### src/rtl/contador_sweep_ctrl.sv
// rtl/contador_sweep_ctrl.sv - triangular sweep sequencer for the contador up/down counter
//
// Drives an external up/down counter through clear -> ramp up to lim_hi ->
// dwell -> ramp down to lim_lo -> dwell, repeated reps times, watching the
// counter's cuenta value to decide each turn.
//
// Ports:
//   clk          clock, rising edge
//   rst          asynchronous active-low reset
//   start        one-cycle request, sampled only in IDLE
//   abort        return to IDLE from any non-IDLE state
//   lim_hi       upper turn value
//   lim_lo       lower turn value
//   dwell        hold cycles at each turn (0 behaves as 1)
//   reps         number of up/down periods (0 behaves as 1)
//   cuenta       current counter value
//   cnt_en       counter step enable (combinational)
//   cnt_up_down  1 = count up, 0 = count down
//   cnt_clr      counter clear request
//   busy         high in every state except IDLE
//   done         one-cycle pulse on normal completion
//   err          one-cycle pulse on bad configuration or stalled counter
//   cycle_cnt    completed periods

module contador_sweep_ctrl #(
    parameter int WIDTH = 8,
    parameter int REP_W = 4,
    parameter int WDOG  = 256
) (
    input  logic             clk,
    input  logic             rst,
    input  logic             start,
    input  logic             abort,
    input  logic [WIDTH-1:0] lim_hi,
    input  logic [WIDTH-1:0] lim_lo,
    input  logic [REP_W-1:0] dwell,
    input  logic [REP_W-1:0] reps,
    input  logic [WIDTH-1:0] cuenta,
    output logic             cnt_en,
    output logic             cnt_up_down,
    output logic             cnt_clr,
    output logic             busy,
    output logic             done,
    output logic             err,
    output logic [REP_W-1:0] cycle_cnt
);

    localparam logic [2:0] S_IDLE     = 3'd0;
    localparam logic [2:0] S_CLEAR    = 3'd1;
    localparam logic [2:0] S_RAMP_UP  = 3'd2;
    localparam logic [2:0] S_DWELL_HI = 3'd3;
    localparam logic [2:0] S_RAMP_DN  = 3'd4;
    localparam logic [2:0] S_DWELL_LO = 3'd5;
    localparam logic [2:0] S_FINISH   = 3'd6;

    // Watchdog counter holds 0..WDOG-1; reaching the last value without a
    // turn means the counter has stalled.
    localparam int              WD_W    = (WDOG > 1) ? $clog2(WDOG) : 1;
    localparam logic [WD_W-1:0] WD_LAST = WD_W'(WDOG - 1);

    logic [2:0]       state;
    logic [2:0]       state_nxt;

    // Configuration captured at start so the sweep ignores input changes.
    logic [WIDTH-1:0] hi_q;
    logic [WIDTH-1:0] lo_q;
    logic [REP_W-1:0] dw_q;
    logic [REP_W-1:0] rp_q;

    logic [REP_W-1:0] dw_cnt;
    logic [WD_W-1:0]  wd_cnt;

    logic             at_hi;
    logic             at_lo;
    logic             cfg_bad;
    logic             dwell_last;
    logic             wd_last;
    logic [REP_W-1:0] rp_eff;
    logic [REP_W-1:0] cycle_inc;
    logic             set_err;
    logic             in_ramp;
    logic             in_dwell;

    assign at_hi     = (cuenta == hi_q);
    assign at_lo     = (cuenta == lo_q);
    assign cfg_bad   = (lim_lo >= lim_hi);
    assign wd_last   = (wd_cnt == WD_LAST);
    assign rp_eff    = (rp_q == '0) ? REP_W'(1) : rp_q;
    assign cycle_inc = cycle_cnt + REP_W'(1);
    assign in_ramp   = (state == S_RAMP_UP) || (state == S_RAMP_DN);
    assign in_dwell  = (state == S_DWELL_HI) || (state == S_DWELL_LO);

    // A zero dwell still spends one cycle in the dwell state.
    assign dwell_last = (dw_q == '0) || (dw_cnt == (dw_q - REP_W'(1)));

    // The step enable drops in the turn cycle itself, so the counter sits on
    // the limit for one cycle before the dwell begins.
    assign cnt_en = ((state == S_RAMP_UP) && !at_hi) ||
                    ((state == S_RAMP_DN) && !at_lo);

    always_comb begin
        state_nxt = state;
        set_err   = 1'b0;
        case (state)
            S_IDLE: begin
                if (start) begin
                    if (cfg_bad) begin
                        set_err = 1'b1;
                    end else begin
                        state_nxt = S_CLEAR;
                    end
                end
            end
            S_CLEAR: begin
                state_nxt = S_RAMP_UP;
            end
            S_RAMP_UP: begin
                // A turn seen in the watchdog's last cycle still wins.
                if (at_hi) begin
                    state_nxt = S_DWELL_HI;
                end else if (wd_last) begin
                    state_nxt = S_IDLE;
                    set_err   = 1'b1;
                end
            end
            S_DWELL_HI: begin
                if (dwell_last) begin
                    state_nxt = S_RAMP_DN;
                end
            end
            S_RAMP_DN: begin
                if (at_lo) begin
                    state_nxt = S_DWELL_LO;
                end else if (wd_last) begin
                    state_nxt = S_IDLE;
                    set_err   = 1'b1;
                end
            end
            S_DWELL_LO: begin
                if (dwell_last) begin
                    if (cycle_inc == rp_eff) begin
                        state_nxt = S_FINISH;
                    end else begin
                        state_nxt = S_RAMP_UP;
                    end
                end
            end
            S_FINISH: begin
                state_nxt = S_IDLE;
            end
            default: begin
                state_nxt = S_IDLE;
            end
        endcase

        // Abort silently returns to IDLE; in IDLE a coincident start wins.
        if (abort && (state != S_IDLE)) begin
            state_nxt = S_IDLE;
            set_err   = 1'b0;
        end
    end

    always_ff @(posedge clk or negedge rst) begin
        if (!rst) begin
            state       <= S_IDLE;
            hi_q        <= '0;
            lo_q        <= '0;
            dw_q        <= '0;
            rp_q        <= '0;
            dw_cnt      <= '0;
            wd_cnt      <= '0;
            cycle_cnt   <= '0;
            busy        <= 1'b0;
            done        <= 1'b0;
            err         <= 1'b0;
            cnt_clr     <= 1'b0;
            cnt_up_down <= 1'b1;
        end else begin
            state <= state_nxt;

            // Registered outputs are decoded from the next state so they
            // line up exactly with the state they describe.
            busy        <= (state_nxt != S_IDLE);
            cnt_clr     <= (state_nxt == S_CLEAR);
            cnt_up_down <= (state_nxt != S_RAMP_DN);
            done        <= (state_nxt == S_FINISH);
            err         <= set_err;

            if ((state == S_IDLE) && start) begin
                hi_q <= lim_hi;
                lo_q <= lim_lo;
                dw_q <= dwell;
                rp_q <= reps;
            end

            if (state_nxt == S_CLEAR) begin
                cycle_cnt <= '0;
            end else if ((state == S_DWELL_LO) &&
                         ((state_nxt == S_RAMP_UP) || (state_nxt == S_FINISH))) begin
                cycle_cnt <= cycle_inc;
            end

            if (in_dwell && (state_nxt == state)) begin
                dw_cnt <= dw_cnt + REP_W'(1);
            end else begin
                dw_cnt <= '0;
            end

            // Every entry into a ramp arrives from a non-ramp state, so this
            // also clears the watchdog on entry.
            if (in_ramp && (state_nxt == state)) begin
                wd_cnt <= wd_cnt + WD_W'(1);
            end else begin
                wd_cnt <= '0;
            end
        end
    end

endmodule

### config.mk
export PLATFORM = sky130hd
export DESIGN_NAME = contador_sweep_ctrl
export DESIGN_NICKNAME = d
export VERILOG_FILES = /design/src/rtl/contador_sweep_ctrl.sv
export SDC_FILE = /design/constraint.sdc
export NUM_CORES = 1
export LEC_CHECK = 0
export CORE_MARGIN = 1.5
export CORE_UTILIZATION = 45
export CTS_BUF_LIST = sky130_fd_sc_hd__clkbuf_4
export CTS_CLUSTER_DIAMETER = 80
export DETAILED_ROUTE_END_ITERATION = 10
export HOLD_SLACK_MARGIN = 0.06
export PLACE_DENSITY = 0.69
export SYNTH_ARGS = -nofsm -noshare
export SYNTH_HDL_FRONTEND = slang
export SYNTH_SLANG_ARGS = --single-unit
export TNS_END_PERCENT = 1
### constraint.sdc
create_clock -name clk -period 2.64 [get_ports clk]
set_input_delay 0.264 -clock clk [delete_from_list [all_inputs] [get_ports clk]]
set_output_delay 0.264 -clock clk [all_outputs]
set_load 0.05 [all_outputs]
Yosys cells after proc, flatten, opt, wreduce, memory -nomap -nowiden
Index checks and enable logic that the tools add are counted.
{"block": "word_totals", "regBits": 48}
{"block": "op_classes", "add_sub_neg": 4, "n_lt_le_gt_ge": 1, "eq_ne": 15, "mux": 22, "reduce_logical": 20}
{"operator": "3-bit two-way mux", "count": 9}
{"operator": "3-bit case mux with 6 select lines", "count": 1}
{"operator": "8-bit equality test", "count": 2}
{"operator": "4-bit two-way mux", "count": 4}
{"operator": "3-bit by 2-bit equality test with 1-bit output (second input constant)", "count": 3}
{"operator": "3-bit equality test (second input constant)", "count": 3}
{"operator": "4-bit by 1-bit adder with 4-bit output (second input constant)", "count": 2}
{"operator": "8-bit by 1-bit adder with 8-bit output (second input constant)", "count": 1}
{"operator": "4-bit equality test", "count": 2}
{"operator": "8-bit equality test (second input constant)", "count": 1}
{"operator": "8-bit >= comparator", "count": 1}
{"operator": "4-bit logical NOT", "count": 2}
{"operator": "8-bit two-way mux", "count": 1}
{"operator": "1-bit logical AND", "count": 7}
{"operator": "3-bit by 1-bit equality test with 1-bit output (second input constant)", "count": 2}
{"operator": "1-bit two-way mux", "count": 6}
{"operator": "3-bit nonzero test", "count": 2}
{"operator": "1-bit logical OR", "count": 5}
{"operator": "4-bit by 1-bit subtractor with 4-bit output (second input constant)", "count": 1}
{"operator": "3-bit equality test", "count": 1}
{"operator": "3-bit logical NOT", "count": 1}
{"operator": "3-bit != test (second input constant)", "count": 1}
{"operator": "1-bit case mux with 3 select lines", "count": 1}
{"operator": "1-bit logical NOT", "count": 2}
{"operator": "2-bit nonzero test", "count": 1}

Depth between registers and ports, before layout
Gate-level depths: netlist (run 1).
{"block": "logic_depth", "depth_word": 12, "depth_mapped": 8, "mapped_depth_nobuf": 8}

Worst setup path before layout (run 1)
No wires, ideal clock.
{"block": "synth_path", "path_kind": "register to register", "startpoint": "reg cycle_cnt[0]", "endpoint": "reg wd_cnt[2]", "setup_ps": 144, "arrival_ps": 2021, "t_required_ps": 2496, "slack_ps": 475, "stages_incl_launch_ff": 7, "path_buffers": 0, "period_less_slack_ps": 2165, "cell_sequence": "dfrtp_1 > ha_1 > xor2_1 > nor3_1 > and4b_1 > o41ai_4 > nor3_1"}
{"block": "synth_between", "elab_chain_len": 9}
{"element": "start: declaration", "line_no": "45", "source": "output logic [REP_W-1:0] cycle_cnt"}
{"element": "start signal: assignment", "line_no": "200", "source": "cycle_cnt <= cycle_inc;"}
{"element": "4-bit by 1-bit adder with 4-bit output", "line_no": "89", "source": "assign cycle_inc = cycle_cnt + REP_W'(1);"}
{"element": "4-bit equality test", "line_no": "141", "source": "if (cycle_inc == rp_eff) begin"}
{"element": "3-bit two-way mux", "line_no": "141"}
{"element": "3-bit two-way mux", "line_no": "140", "source": "if (dwell_last) begin"}
{"element": "3-bit case mux with 6 select lines", "line_no": "104", "source": "case (state)"}
{"element": "3-bit two-way mux", "line_no": "157", "source": "if (abort && (state != S_IDLE)) begin"}
{"element": "3-bit equality test", "line_no": "211", "source": "if (in_ramp && (state_nxt == state)) begin"}
{"element": "1-bit logical AND", "line_no": "211"}
{"element": "8-bit two-way mux", "line_no": "211"}
{"element": "end signal: assignment", "line_no": "212", "source": "wd_cnt <= wd_cnt + WD_W'(1);"}
{"element": "end: declaration", "line_no": "71", "source": "logic [WD_W-1:0] wd_cnt;"}
No other way between the ends.
A chain may end at the register's enable or synchronous reset.

Final worst setup path (run 1)
{"block": "layout_path", "startpoint": "reg dw_q[0]", "endpoint": "reg wd_cnt[6]"}
{"block": "layout_between", "elab_chain_len": 9, "word_cells_on_any_way": 11, "classes_between": "add/sub (1); eq/ne (2); mux (5); reduce/logical (3)"}
{"element": "start: declaration", "line_no": "67", "source": "logic [REP_W-1:0] dw_q;"}
{"element": "start signal: assignment", "line_no": "192", "source": "dw_q <= dwell;"}
{"element": "4-bit by 1-bit subtractor with 4-bit output", "line_no": "94", "source": "assign dwell_last = (dw_q == '0) || (dw_cnt == (dw_q - REP_W'(1)));"}
{"element": "4-bit equality test", "line_no": "94"}
{"element": "1-bit logical OR *", "line_no": "94"}
{"element": "3-bit two-way mux (on tied branches)", "line_no": "140, 127"}
{"element": "3-bit case mux with 6 select lines *", "line_no": "104"}
{"element": "3-bit two-way mux *", "line_no": "157"}
{"element": "3-bit equality test *", "line_no": "211"}
{"element": "1-bit logical AND *", "line_no": "211"}
{"element": "8-bit two-way mux *", "line_no": "211"}
Mark *: on every way between the ends. The rest lies on a longest branch, timed or not.

==> results of run 1 <==
-- cell families (layout without fill, tap and decap cells) --
logic type	Yosys count	count (layout)	synth area share, %
buffers and inverters	19	70	3.20
XOR/XNOR	38	38	12.0
multiplexers	24	24	9.66
adder cells (fa/ha/maj)	12	12	5.42
flip-flops	48	48	43.4
AND/OR/NAND/NOR	73	73	16.9
AO/OA/AOI/OAI	29	29	9.43
-- sequential cells by signal (all words and copies together), names as in the netlist, 3 cells and up --
signal / cells
hi_q: 8
lo_q: 8
wd_cnt: 8
cycle_cnt: 4
dw_cnt: 4
dw_q: 4
rp_q: 4
state: 3
-- per-layer routing --
layer | share of wire [%] | wire (microns)
met1 | 48 | 2580
met2 | 47 | 2550
met3 | 3.7 | 200
met4 | 1.2 | 63
met5 | 0 | 0
-- worst min-delay path, delay by kind of cell --
kind	cells	cell delay [ns]
buffers and inverters	1	0.39
AO/OA/AOI/OAI	1	0.08
AND/OR/NAND/NOR	1	0.05
-- synth_stat cells, drive strengths merged, types with 3 or more instances --
cell	count
inv	14
a21oi	4
dfrtp	47
xnor2	21
nand2	13
nor3	14
nand2b	5
nand3b	3
buf	5
nand3	8
nor4	4
xor2	17
o21ai	6
mux2	22
nor2	14
ha	12
-- metrics by stage --
stage | std cells | cell area, sq um | worst slack, ns | utilization (%) | hold slack (ns)
finish | 369 | 3380 | 0.476 | 57.0 | 0.461
global route | 369 | 3380 | 0.235 | 57.0 | 0.492
CTS | 369 | 3380 | 0.453 | 57.0 | 0.471
detailed placement | 360 | 3310 | 0.144 | 55.9 | 0.401
global placement | 360 | 3310 | 0.204 | 55.9 | 0.400
floorplan | 243 | 2770 | 0.475 | - | -0.0316
-- area by class of cell --
class	instances	share of cell area (%)
Sequential cell	48	35.6
Timing Repair Buffer	48	14.2
Clock inverter	3	0.556
Multi-Input combinational cell	176	44.1
Clock buffer	5	1.11
Tap cell	75	2.78
Inverter	14	1.56
-- power by group through the flow --
stage                     Combinational, mW  Clock [mW]  Sequential (mW)
after floorplan                       0.969           0             1.19
after global placement                 1.29           0             1.19
after detailed placement               1.32           0             1.20
after CTS                              1.33       0.354             1.18
after global routing                   1.44       0.384             1.21
final                                  1.30       0.342             1.18
-- final timing paths --
check                      slack, ns  cells after the start   endpoint
min in group asynchronous       0.49                      3    hi_q[4]
min                             0.46                      3    dw_q[1]
max                             0.48                      8  wd_cnt[6]
min reg2reg                     0.51                      1  wd_cnt[0]
max in group asynchronous       1.72                      3    hi_q[1]
max reg2reg                     0.48                      8  wd_cnt[6]
==> impl_metrics.csv, run 1 <==
group,metric,value,unit
outcome,status,"finished clean",
floorplanning,core_area,5920,sq um
critical_path,end_kind,"flop",
logic_synthesis,netlist_top_cells_area,"dfrtp_1 42%, mux2_2 8.9%, xnor2_1 6.6%",
logic_synthesis,synth.avg_cell_area,11.4,sq um
sta,hold_viol,0,
layout,fillCellCount,511,
clock_tree,cts.sinks,48,
logic_synthesis,synth_nets,291,
drt,routedWlPerCell,14.6,microns
layout,layout_common_cells,"47 x dfrtp_1, 43 x clkdlybuf4s50_1, 22 x mux2_2",
pwr,p_clk_share,12.1,%
logic_synthesis,yosysTopAreaCell,"dfrtp_1",
drt,final_antenna_net_count,0,
logic_synthesis,seq_area_frac_synth,43.4,%
critical_path,start_kind,"flop",
sta,finalMaxSlewViolations,0,
layout,drive_above_1_share,18.4,%
floorplanning,die_area,6640,sq um
clock_tree,clockBufferDepth,2,
hold_path,hp-start,"dwell[1]",
floorplanning,rows,28,
pwr,p_int,1.72,mW
critical_path,critPathLaunch,"dw_q[0]",
clock_tree,ctsRootBufferMaster,"clkbuf_4",
clock_tree,hold_buffers,1,
layout,register_area,1200,sq um
critical_path,crit_type,"flop to flop",
clock_tree,htree_levels,2,
logic_synthesis,synth_area,2770,sq um
layout,final_common_cell,"dfrtp_1",
pwr,ir_worst_vdd,447,uV
drt,drt_pass1_iterations,4,
grt,use_met2,30.7,%
sta,setup_violations,0,
critical_path,cpMaxStageDelayCell,"o41ai_4",
floorplanning,die_h,81.5,microns
grt,grt_pass1_vias,1937,
sta,setup_tns,0,ns
logic_synthesis,syn_inst,243,
pwr,p_total,2.82,mW
sta,rsz0062_at_grt,"false",
clock_tree,numCtsBuffers,5,
clock_tree,post_cts.resized_instances,0,
sta,fin_crit,2.16,ns
clock_tree,insertion_delay,0.36,ns
logic_synthesis,synthArstFlopShare,100,%
grt,grt_max_degree,49,
sta,fmax,462,MHz
clock_tree,cts_tree,"done",
layout,area_growth,21.8,%
pwr,p_comb_share,46.2,%
grt,grt_first_pass_wirelength,9.38,mm
sta,fin_skew,0.00590,ns
logic_synthesis,ys_seq_elements,48,
grt,grt.overflow.total,0,
critical_path,cp_top_family,"compound AO/OA/AOI/OAI gates",
logic_synthesis,synth_flop_cell,"dfrtp_1",
floorplanning,io_pins,46,
pwr,switching_share,39.0,%
logic_synthesis,synthDistinctLibCells,55,
drt,drt_wl_total,5.39,mm
grt,grt_use_total,18.7,%
grt,grt_use_met3,4.00,%
drt,drtIter0Drc,126,
place,hpwl,4.15,mm
drt,drc_errors,0,
pwr,power.density,836,nW/um^2
critical_path,crit_arrival,2.40,ns
sta,fin_crit_sh,82.0,%
pwr,leakagePower,1.43,nW
sta,worstMarginPinSlew,0.605,ns
critical_path,cpPeakStageDelay,0.49,ns
run,cap_violations,0,
critical_path,critPathRequiredTime,2.88,ns
pwr,switchingPower,1.10,mW
critical_path,timing.rr.start,"dw_q[0]",
logic_synthesis,yosysWarnings,0,
grt,use_met1,24.9,%
logic_synthesis,synth_edf_count,0,
place,place.gp.congestion,0.866,
floorplanning,start_util,46.8,%
critical_path,crit_path_cell_trace,"inv_1 > ha_1 > xnor2_1 > nor2_1 > nand3_1 > mux2i_1 > o41ai_4 > nor3_1",
hold_path,holdCritPathClass,"input port to flop",
grt,antenna_found_initial,0,
clock_tree,clkTransAtPathRegs,0.14,ns
logic_synthesis,synth_top_area_share,42.4,%
drt,vias,1926,
layout,nets,341,
grt,top_usage_layer,"met2",
critical_path,critPathBufInv,1,
drt,routed_via_density,5.22,
pwr,seq_power_share,41.7,%
layout,multi_input_area,1490,sq um
clock_tree,post-cts-setup-buffers,0,
critical_path,crit_fanout,8,
layout,antenna_cells,0,
floorplanning,die_x,81.5,microns
place,io_buffers,45,
sta,relSlewSlack,59.6,%
(Power assumes the default switching activity.)
==> run 2, diff against run 1 <==
Clock period 2.64 ns to 2.2 ns, I/O delays scaled along.
==> run 2 against run 1 <==
Against the previous run:
- wire length is 0.70% higher
- flip-flop and latch count stayed put
- global-route usage is 0.16 points higher
- clock power is 19% higher
- cell area is 4.3% higher
- first-iteration DRC count is 35% lower
- clock skew is 0.012 ns higher
- worst hold slack worse by 0.11 ns
- critical path depth is 1 higher
- non-clock buffer count is 15 higher
- utilization is 2.5 points higher
- critical path type is now input port to flop
- largest power group unchanged
==> impl_metrics.csv, run 2 (synthesized netlist as in run 1, its figures left out) <==
group,metric,value,unit
outcome,status,"finished clean",
critical_path,cp_top_family,"simple AND/OR/NAND/NOR gates",
critical_path,crit_type,"input port to flop",
critical_path,start_kind,"input port",
sta,worstMarginPinSlew,0.494,ns
clock_tree,clockBufferDepth,2,
pwr,power.density,988,nW/um^2
critical_path,critPathBufInv,2,
clock_tree,cts_tree,"done",
grt,grt_use_met3,3.56,%
clock_tree,ctsRootBufferMaster,"clkbuf_4",
drt,drc_errors,0,
pwr,p_total,3.48,mW
clock_tree,insertion_delay,0.37,ns
critical_path,crit_fanout,8,
critical_path,crit_path_cell_trace,"clkdlybuf4s50_1 > inv_1 > ha_1 > nand2_1 > or3_1 > o21a_4 > o31ai_4 > nand3b_4 > nor3_1",
sta,hold_viol,0,
floorplanning,die_x,81.5,microns
layout,layout_common_cells,"47 x dfrtp_1, 43 x clkdlybuf4s50_1, 22 x mux2_2",
run,cap_violations,0,
place,placed_cell_area,3430,sq um
layout,antenna_cells,0,
layout,reg.largest.list,"hi_q: 8 flops, lo_q: 8 flops, wd_cnt: 8 flops",
floorplanning,die_area,6640,sq um
grt,antenna_found_initial,0,
floorplanning,core_area,5920,sq um
grt,top_usage_layer,"met2",
clock_tree,htree_levels,2,
sta,fin_crit_sh,93.7,%
drt,drtIter0Drc,82,
drt,final_antenna_net_count,0,
critical_path,cpMaxStageDelayCell,"clkdlybuf4s50_1",
pwr,leakagePower,1.51,nW
critical_path,critPathRequiredTime,2.47,ns
sta,relSlewSlack,66.9,%
drt,routed_via_density,5.01,
layout,final_cells,384,
grt,grt_use_total,18.9,%
clock_tree,cts.sinks,48,
sta,fin_skew,0.0181,ns
place,hpwl,4.12,mm
layout,design_area,3520,sq um
layout,fin_util,59.5,%
drt,drt_wl_total,5.43,mm
clock_tree,numCtsBuffers,5,
drt,drt_pass1_iterations,4,
grt,use_met1,25.5,%
sta,setup_tns,0,ns
clock_tree,clkTransAtPathRegs,0.14,ns
pwr,ir_worst_vdd,515,uV
sta,fmax,485,MHz
drt,routedWlPerCell,14.1,microns
floorplanning,io_pins,46,
layout,final_common_cell,"dfrtp_1",
sta,finalMaxSlewViolations,0,
layout,area_growth,27.0,%
floorplanning,rows,28,
critical_path,end_kind,"flop",
grt,grt_first_pass_wirelength,9.57,mm
layout,nets,356,
place,place_inst,374,
place,io_buffers,45,
grt,grt_pass1_vias,2029,
place,place.gp.congestion,0.889,
sta,setup_violations,0,
grt,grt.overflow.total,0,
critical_path,cpPeakStageDelay,0.49,ns
critical_path,crit_arrival,2.33,ns
sta,rsz0062_at_grt,"false",
drt,vias,1922,
floorplanning,start_util,46.8,%
hold_path,holdCritPathClass,"input port to async pin",
grt,use_met2,30.9,%
sta,fin_crit,2.06,ns
floorplanning,die_h,81.5,microns
grt,grt_max_degree,49,
layout,drive_above_1_share,23.3,%
run 2: cell type report:
type,count,area [sq um]
clock buffer,6,45.0
clock inverter,2,11.3
fill,485,2400
inverter,14,52.6
multi-input combinational,176,1510
sequential,48,1200
tap,75,93.8
timing repair buffer,63,606
run 2: metal layers:
layer	up-vias	part of all wire (%)
met5	-	0
met4	0	1.3
met3	5	3.6
met2	33	47
met1	904	48
li1	980	-
run 2: report_power, final:
group	internal, mW	total, mW	switching, mW
sequential	1.16	1.40	0.238
combinational	0.847	1.67	0.825
clock	0.134	0.407	0.272
total	2.14	3.48	1.33
run 2: worst min-delay path: stages:
cell	delay (ns)
dlygate4sd3_1	0.51
buf_2	0.12
buf_12	0.25
run 2: path summary, 6_finish.rpt:
kind	startpoint	end	slack [ns]	depth (start not counted)
min in group clk	dwell[1]	dw_q[1]	0.42	3
worst max register to register	dw_q[0]	busy	0.17	8
worst min-delay path	rst	lo_q[4]	0.35	3
worst min register to register	wd_cnt[0]	wd_cnt[0]	0.51	1
worst max-delay path	lim_hi[7]	wd_cnt[5]	0.14	9
max in group asynchronous	rst	cnt_up_down	1.57	3
run 2: stage by stage:
stage / setup WS [ns] / hold slack [ns]
2_1_floorplan: 0.0353 / -0.0756
3_3_place_gp: -0.172 / 0.227
3_5_place_dp: -0.263 / 0.225
4_1_cts: 0.0274 / 0.343
5_1_grt: 0.0326 / 0.387
6_report: 0.139 / 0.347
run 2: repair_timing:
action / in CTS / in global routing
hold endpoints to repair: 47 / 0
endpoints found under the setup margin: 0 / 12
setup buffers: 0 / 1
hold buffers: 1 / 0
resized for setup: 0 / 4
